[src/rtl/dff_univ_reg.sv]
`default_nettype none
// +-----------------------------------------------------------------------------+
// | Module   : dff_univ_reg                                                     |
// | Purpose  : WIDTH-bit universal register (load/shift/rotate/clear/invert)   |
// |            with a word-serialisation counter and one-cycle done pulse.     |
// | Revision : 1.0 - initial release                                           |
// +-----------------------------------------------------------------------------+
module dff_univ_reg #(
  parameter int unsigned          WIDTH     = 8,
  parameter logic [WIDTH-1:0]     RESET_VAL = '0
) (
  input  logic             clk,
  input  logic             clear,
  input  logic             en,
  input  logic [2:0]       mode,
  input  logic [WIDTH-1:0] d,
  input  logic             sin,
  output logic [WIDTH-1:0] q,
  output logic [WIDTH-1:0] qb,
  output logic             sout_r,
  output logic             sout_l,
  output logic             done
);

  localparam int unsigned          c_cntw = (WIDTH > 1) ? $clog2(WIDTH) : 1;
  localparam logic [c_cntw-1:0]    c_last = c_cntw'(WIDTH - 1);

  localparam logic [2:0] c_mode_hold  = 3'b000;
  localparam logic [2:0] c_mode_shr   = 3'b001;
  localparam logic [2:0] c_mode_shl   = 3'b010;
  localparam logic [2:0] c_mode_load  = 3'b011;
  localparam logic [2:0] c_mode_rotr  = 3'b100;
  localparam logic [2:0] c_mode_rotl  = 3'b101;
  localparam logic [2:0] c_mode_clr   = 3'b110;
  localparam logic [2:0] c_mode_inv   = 3'b111;

  logic [WIDTH-1:0]  r_q;
  logic [c_cntw-1:0] r_cnt;
  logic              r_done;

  logic [WIDTH-1:0]  w_q_nxt;
  logic [c_cntw-1:0] w_cnt_nxt;
  logic              w_done_nxt;
  logic              w_count;

  // Data path: next register contents for each mode; unknown modes hold.
  always_comb begin
    w_q_nxt = r_q;
    w_count = 1'b0;
    if (en) begin
      case (mode)
        c_mode_hold: w_q_nxt = r_q;
        c_mode_shr: begin
          w_q_nxt = {sin, r_q[WIDTH-1:1]};
          w_count = 1'b1;
        end
        c_mode_shl: begin
          w_q_nxt = {r_q[WIDTH-2:0], sin};
          w_count = 1'b1;
        end
        c_mode_load: w_q_nxt = d;
        c_mode_rotr: begin
          w_q_nxt = {r_q[0], r_q[WIDTH-1:1]};
          w_count = 1'b1;
        end
        c_mode_rotl: begin
          w_q_nxt = {r_q[WIDTH-2:0], r_q[WIDTH-1]};
          w_count = 1'b1;
        end
        c_mode_clr: w_q_nxt = RESET_VAL;
        c_mode_inv: w_q_nxt = ~r_q;
        default:    w_q_nxt = r_q;
      endcase
    end
  end

  // Shift counter: any direction counts; load and sync clear restart the word.
  always_comb begin
    w_cnt_nxt  = r_cnt;
    w_done_nxt = 1'b0;
    if (w_count) begin
      if (r_cnt == c_last) begin
        w_cnt_nxt  = '0;
        w_done_nxt = 1'b1;
      end else begin
        w_cnt_nxt  = r_cnt + 1'b1;
      end
    end else if (en && (mode == c_mode_load || mode == c_mode_clr)) begin
      w_cnt_nxt = '0;
    end
  end

  always_ff @(posedge clk or negedge clear) begin
    if (!clear) begin
      r_q    <= RESET_VAL;
      r_cnt  <= '0;
      r_done <= 1'b0;
    end else begin
      r_q    <= w_q_nxt;
      r_cnt  <= w_cnt_nxt;
      r_done <= w_done_nxt;
    end
  end

  assign q      = r_q;
  assign qb     = ~r_q;
  assign sout_r = r_q[0];
  assign sout_l = r_q[WIDTH-1];
  assign done   = r_done;

endmodule
`default_nettype wire

[config.mk]
export PLATFORM = sky130hd
export DESIGN_NAME = dff_univ_reg
export DESIGN_NICKNAME = d
export VERILOG_FILES = /design/src/rtl/dff_univ_reg.sv
export SDC_FILE = /design/constraint.sdc
export NUM_CORES = 1
export LEC_CHECK = 0
export ABC_AREA = 1
export BUFFER_PORTS_ARGS = -buffer_cell sky130_fd_sc_hd__buf_2
export CAP_MARGIN = 20
export CORE_MARGIN = 3
export CORE_UTILIZATION = 44
export CTS_CLUSTER_DIAMETER = 50
export DETAILED_ROUTE_END_ITERATION = 10
export GPL_TIMING_DRIVEN = 0
export PLACE_DENSITY = 0.78
export SLEW_MARGIN = 20
export SYNTH_ARGS = -nofsm -noshare
export SYNTH_HDL_FRONTEND = slang
export SYNTH_SLANG_ARGS = --single-unit
[constraint.sdc]
create_clock -name clk -period 1.05 [get_ports clk]
set_input_delay 0.21 -clock clk [delete_from_list [all_inputs] [get_ports clk]]
set_output_delay 0.21 -clock clk [all_outputs]
set_load 0.02 [all_outputs]
Word level (Yosys, flattened, before mapping)
Cells that the tools add are included.

Add/subtract/negate cells: 1. Bitwise operators: 2. Equal/unequal tests: 8. Multiplexer cells: 8. Reduce and logical (&&, ||, !) cells: 6.

Operators with widths (count): $pmux W8 S7 (1); $eq A3 B3 Y1 const B (5); $mux W3 (3); $not A8 Y8 (1); $eq A3 B2 Y1 const B (2); $mux W1 (4); $reduce_or A4 Y1 (1); $add A3 B1 Y3 const B (1); $eq A3 B1 Y1 const B (1); $logic_not A3 Y1 (1); $reduce_and A2 Y1 (1); $reduce_bool A2 Y1 (1); $logic_and A1 B1 Y1 (1); $logic_or A1 B1 Y1 (1); $not A1 Y1 (1).

Word-level logic and storage cells: 28. Flip-flop bits (word level): 12.

Longest topological paths before layout
Depth after elaboration: 5. Gate-level depth with buffers: 8. Gate-level depth less buffers: 7.

Worst setup path after synthesis
OpenSTA, ideal clock, no wires.

Path type: register to register. From: register r_q[7] (netlist: q[7]). To: register r_q[7] (netlist: q[7]). Data required time: 0.933 ns. Buffers on the path: 0. Stages on the path, launching flop included: 8. Arrival time: 1.022 ns. Library setup time: 0.117 ns. Clock period less this slack: 1.139 ns. Setup slack: -0.089 ns. Cell sequence: dfrtp_1 > inv_1 > nand4_1 > nand2_1 > nor2_1 > nand2_1 > nand2_1 > nand2_1.

Longest elaborated chain between the ends: 2.

Ends and longest elaborated chain: start: declaration (line 37) `logic [WIDTH-1:0] r_q;`; start signal: assignment (line 99) `r_q <= w_q_nxt;`; $not A8 Y8; net qb[7] (line 19) `output logic [WIDTH-1:0] qb,`; $pmux W8 S7 (line 51) `case (mode)`.

The timed path passes the listed nets, and every way through them passes these cells. A chain may end at the register's enable or synchronous reset.

Final worst setup path
From: register r_q[7] (netlist: q[7]). To: output port q[7].

RTL lines: end: declaration (line 18) `output logic [WIDTH-1:0] q,`.

No word-level cell between the ends.

==> flow_metrics.env <==
export IMPL_grt_first_pass_wirelength_mm=4.24
export IMPL_worst_skew_pair_late_latency_ns=0.28
export IMPL_register_area_um2=304
export IMPL_initialDrtViolationCount=36
export IMPL_hold_worst_slack_ns=0.289
export IMPL_synth_top_family_by_area="simple AND/OR/NAND/NOR gates"
export IMPL_cts_inserted_buffers=3
export IMPL_area_growth_pct=57.4
export IMPL_clkSlewWorstSetupHoldPaths_ns=0.08
export IMPL_top_layer_used="met4"
export IMPL_finish_net_count=218
export IMPL_postRouteAntennaNets=0
export IMPL_internal_power_w=0.00129
export IMPL_synth_top_cells_by_area="dfrtp_1 (32%), nor2_1 (18%), nand2_1 (16%)"
export IMPL_height_of_the_die_um=52.1
export IMPL_clock_tree_from_tritoncts="yes"
export IMPL_die_area_mm2=0.00272
export IMPL_nFillCells=131
export IMPL_startpoint="q[7]"
export IMPL_switchingPower_w=0.000802
export IMPL_final_min_period_over_clock_period_pct=114
export IMPL_wirelength_met1_mm=1.06
export IMPL_cts_root_buf="clkbuf_4"
export IMPL_std_cell_rows=16
export IMPL_rr_worst_depth=8
export IMPL_drtPass1Iterations=4
export IMPL_finalCriticalPeriod_ns=1.20
export IMPL_reg2reg_to="q[7]"
export IMPL_dp_cells=208
export IMPL_grt_antenna_before_repair=0
export IMPL_drc=0
export IMPL_post_synth_cell_area_avg_um2=6.28
export IMPL_layout_drive_gt1_share_pct=42.5
export IMPL_violations="setup timing"
export IMPL_vias_in_the_first_global_route=996
export IMPL_final_core_utilization_pct=74.3
export IMPL_ys_warn_count=0
export IMPL_fraction_of_the_mapped_netlist_area_in_compound_gates_pct=7.62
export IMPL_placeableCoreArea_mm2=0.00198
export IMPL_finish_instance_area_mm2=0.00147
export IMPL_grt_setup_unrepaired="true"
export IMPL_combPwrFrac_pct=50.5
export IMPL_crit_type="flip-flop to output port"
export IMPL_synth_fa_ha_area_share_pct=2.67
export IMPL_worst_setup_path_endpoint="q[7]"
export IMPL_die_width_um=52.1
export IMPL_cellPowerDensity_mw_per_mm2=1420
export IMPL_synth_enable_flop_cells=0
export IMPL_synthXorXnorAreaFrac_pct=0
export IMPL_met2WireLength_mm=1.45
export IMPL_wl_met3_um=141
export IMPL_hpwl_after_dpl_mm=1.66
export IMPL_slew_headroom_pct=81.1
export IMPL_max_slew_worst_pin_slew_ns=0.283
export IMPL_yosys_cell_types_count=19
export IMPL_drv_cap=0
export IMPL_finish_cell_count_without_fillers=227
export IMPL_max_vdd_ir_drop_mv=0.856
export IMPL_cp_arrival_ns=0.99
export IMPL_gp_congestion=0.792
export IMPL_ys_seq_elements=12
export IMPL_syn_cell_area_um2=936
export IMPL_grtUsageTotal_pct=21.1
export IMPL_synth_yosys_seq_area_share_pct=32.1
export IMPL_startpoint_type="flip-flop"
export IMPL_dpl_instance_area_mm2=0.00113
export IMPL_yosys_cell_count_top_type="nor2_1"
export IMPL_multi_input_comb_area_um2=554
export IMPL_top_level_ports=34
export IMPL_synth_cells=149
export IMPL_post_synth_mux_area_share_pct=0
export IMPL_report_final_setup_viol=19
export IMPL_detailroute_via_count=1106
export IMPL_vias_cell=4.87
export IMPL_timing_critical_path_required_ns=0.84
export IMPL_share_seq_of_total_power_pct=31.4
export IMPL_place_port_buffers=32
export IMPL_clock_power_share_pct=18.1
export IMPL_status="finished, violations left"
export IMPL_clock_skew_ns=0.000512
export IMPL_clockBufferDepth=2
export IMPL_initial_utilization_pct=47.2
export IMPL_finalHoldViolations=0
export IMPL_cts_htree_levels=1
export IMPL_asyncSetResetFlopFracSynth_pct=100
export IMPL_post_synth_and_or_nand_nor_area_fraction_pct=42.6
export IMPL_overflow=0
export IMPL_achievable_frequency_mhz=836
export IMPL_routedWlPerCell_um=12.1
export IMPL_ys_flop_type="dfrtp_1"
export IMPL_synth_nets=166
export IMPL_postRouteWirelength_mm=2.75
export IMPL_r2r_setup_slack_ns=-0.09
export IMPL_synthTopCellsByCount="nor2_1 (44), nand2_1 (40), inv_1 (21)"
export IMPL_netlist_top_cell_by_area="dfrtp_1"
export IMPL_p_leak_nw=0.815
export IMPL_synth_largest_type_area_fraction_pct=32.1
export IMPL_postLayoutSetupSlackWorst_ns=-0.146
export IMPL_timing_rr_start="q[0]"
export IMPL_critPathCaptureType="output port"
export IMPL_grt_max_degree=13
export IMPL_final_max_slew_viol_count=0
export IMPL_sw_frac_of_total_pct=38.4
export IMPL_numClockSinks=12
export IMPL_holdCritPathClass="input pin to flip-flop"
export IMPL_critPathMaxFanout=5
export IMPL_diodes=0
per-stage QoR:
step | TNS, ns | setup WS [ns] | total power [W]
final | -1.22 | -0.146 | 0.00209
after global routing | -2.04 | -0.186 | 0.00223
after CTS | -1.12 | -0.152 | 0.00198
after detailed placement | -1.02 | -0.129 | 0.00129
after global placement | -0.769 | -0.0921 | 0.00127
after floorplan | 0 | 0.0115 | 0.00107
per-layer routing:
metal  GRT usage, %  up-vias
met2           41.0       48
li1               -      552
met5              0        -
met1           22.0      490
met4           5.24        0
met3           5.44       16
worst min path at each step:
stage	start	to	cells after the start
final	sin	q[7]	5
after CTS	sin	q[7]	5
after detailed placement	clear	q[1]	1
after global placement	clear	q[1]	1
after global routing	en	done	5
after floorplan	clear	done	0
area by class of cell:
type | count | share of cell area (%)
multi-input combinational | 107 | 37.6
timing repair buffer | 47 | 27.2
sequential | 12 | 20.6
inverter | 24 | 6.12
buffer | 6 | 3.65
clock buffer | 4 | 2.46
tap | 27 | 2.29
critical path, stage by stage, from the launching register on:
cell and delay, ns:
dfrtp_2 0.46, buf_6 0.13, buf_6 0.12
flip-flops by register name (all words and copies together), names as in the netlist:
| signal | flops |
|---|---|
| q | 8 |
| done | 1 |
| r_cnt | 3 |
layout by cell type (no fill, tap or decap), drive strengths merged:
master	count
nor2	45
o21ai	5
dfrtp	12
buf	52
a21oi	4
clkbuf	4
nand4	5
nand3	5
dlygate4sd3	1
ha	2
inv	24
nand2	41
kinds of logic (layout without fill, tap and decap cells):
kind of cell / after synthesis / after routing
simple gates: 96 / 96
fa+ha+maj: 2 / 2
flops: 12 / 12
buf+inv: 30 / 81
compound gates: 9 / 9
timing repair:
action,in CTS,in global routing
setup buffers,13,1
setup endpoints to repair,20,25
hold endpoints to repair,12,0
pin swaps,4,17
hold buffers,1,0
resized for setup,38,23
power by group through the flow:
stage / Clock [W] / Combinational (W) / Sequential, W
finish: 0.000378 / 0.00106 / 0.000657
global route: 0.000406 / 0.00115 / 0.000668
global placement: 0 / 0.000623 / 0.000647
floorplan: 0 / 0.000370 / 0.000700
CTS: 0.000394 / 0.000959 / 0.000631
detailed placement: 0 / 0.000635 / 0.000660
Power figures use the tool's default switching activity.
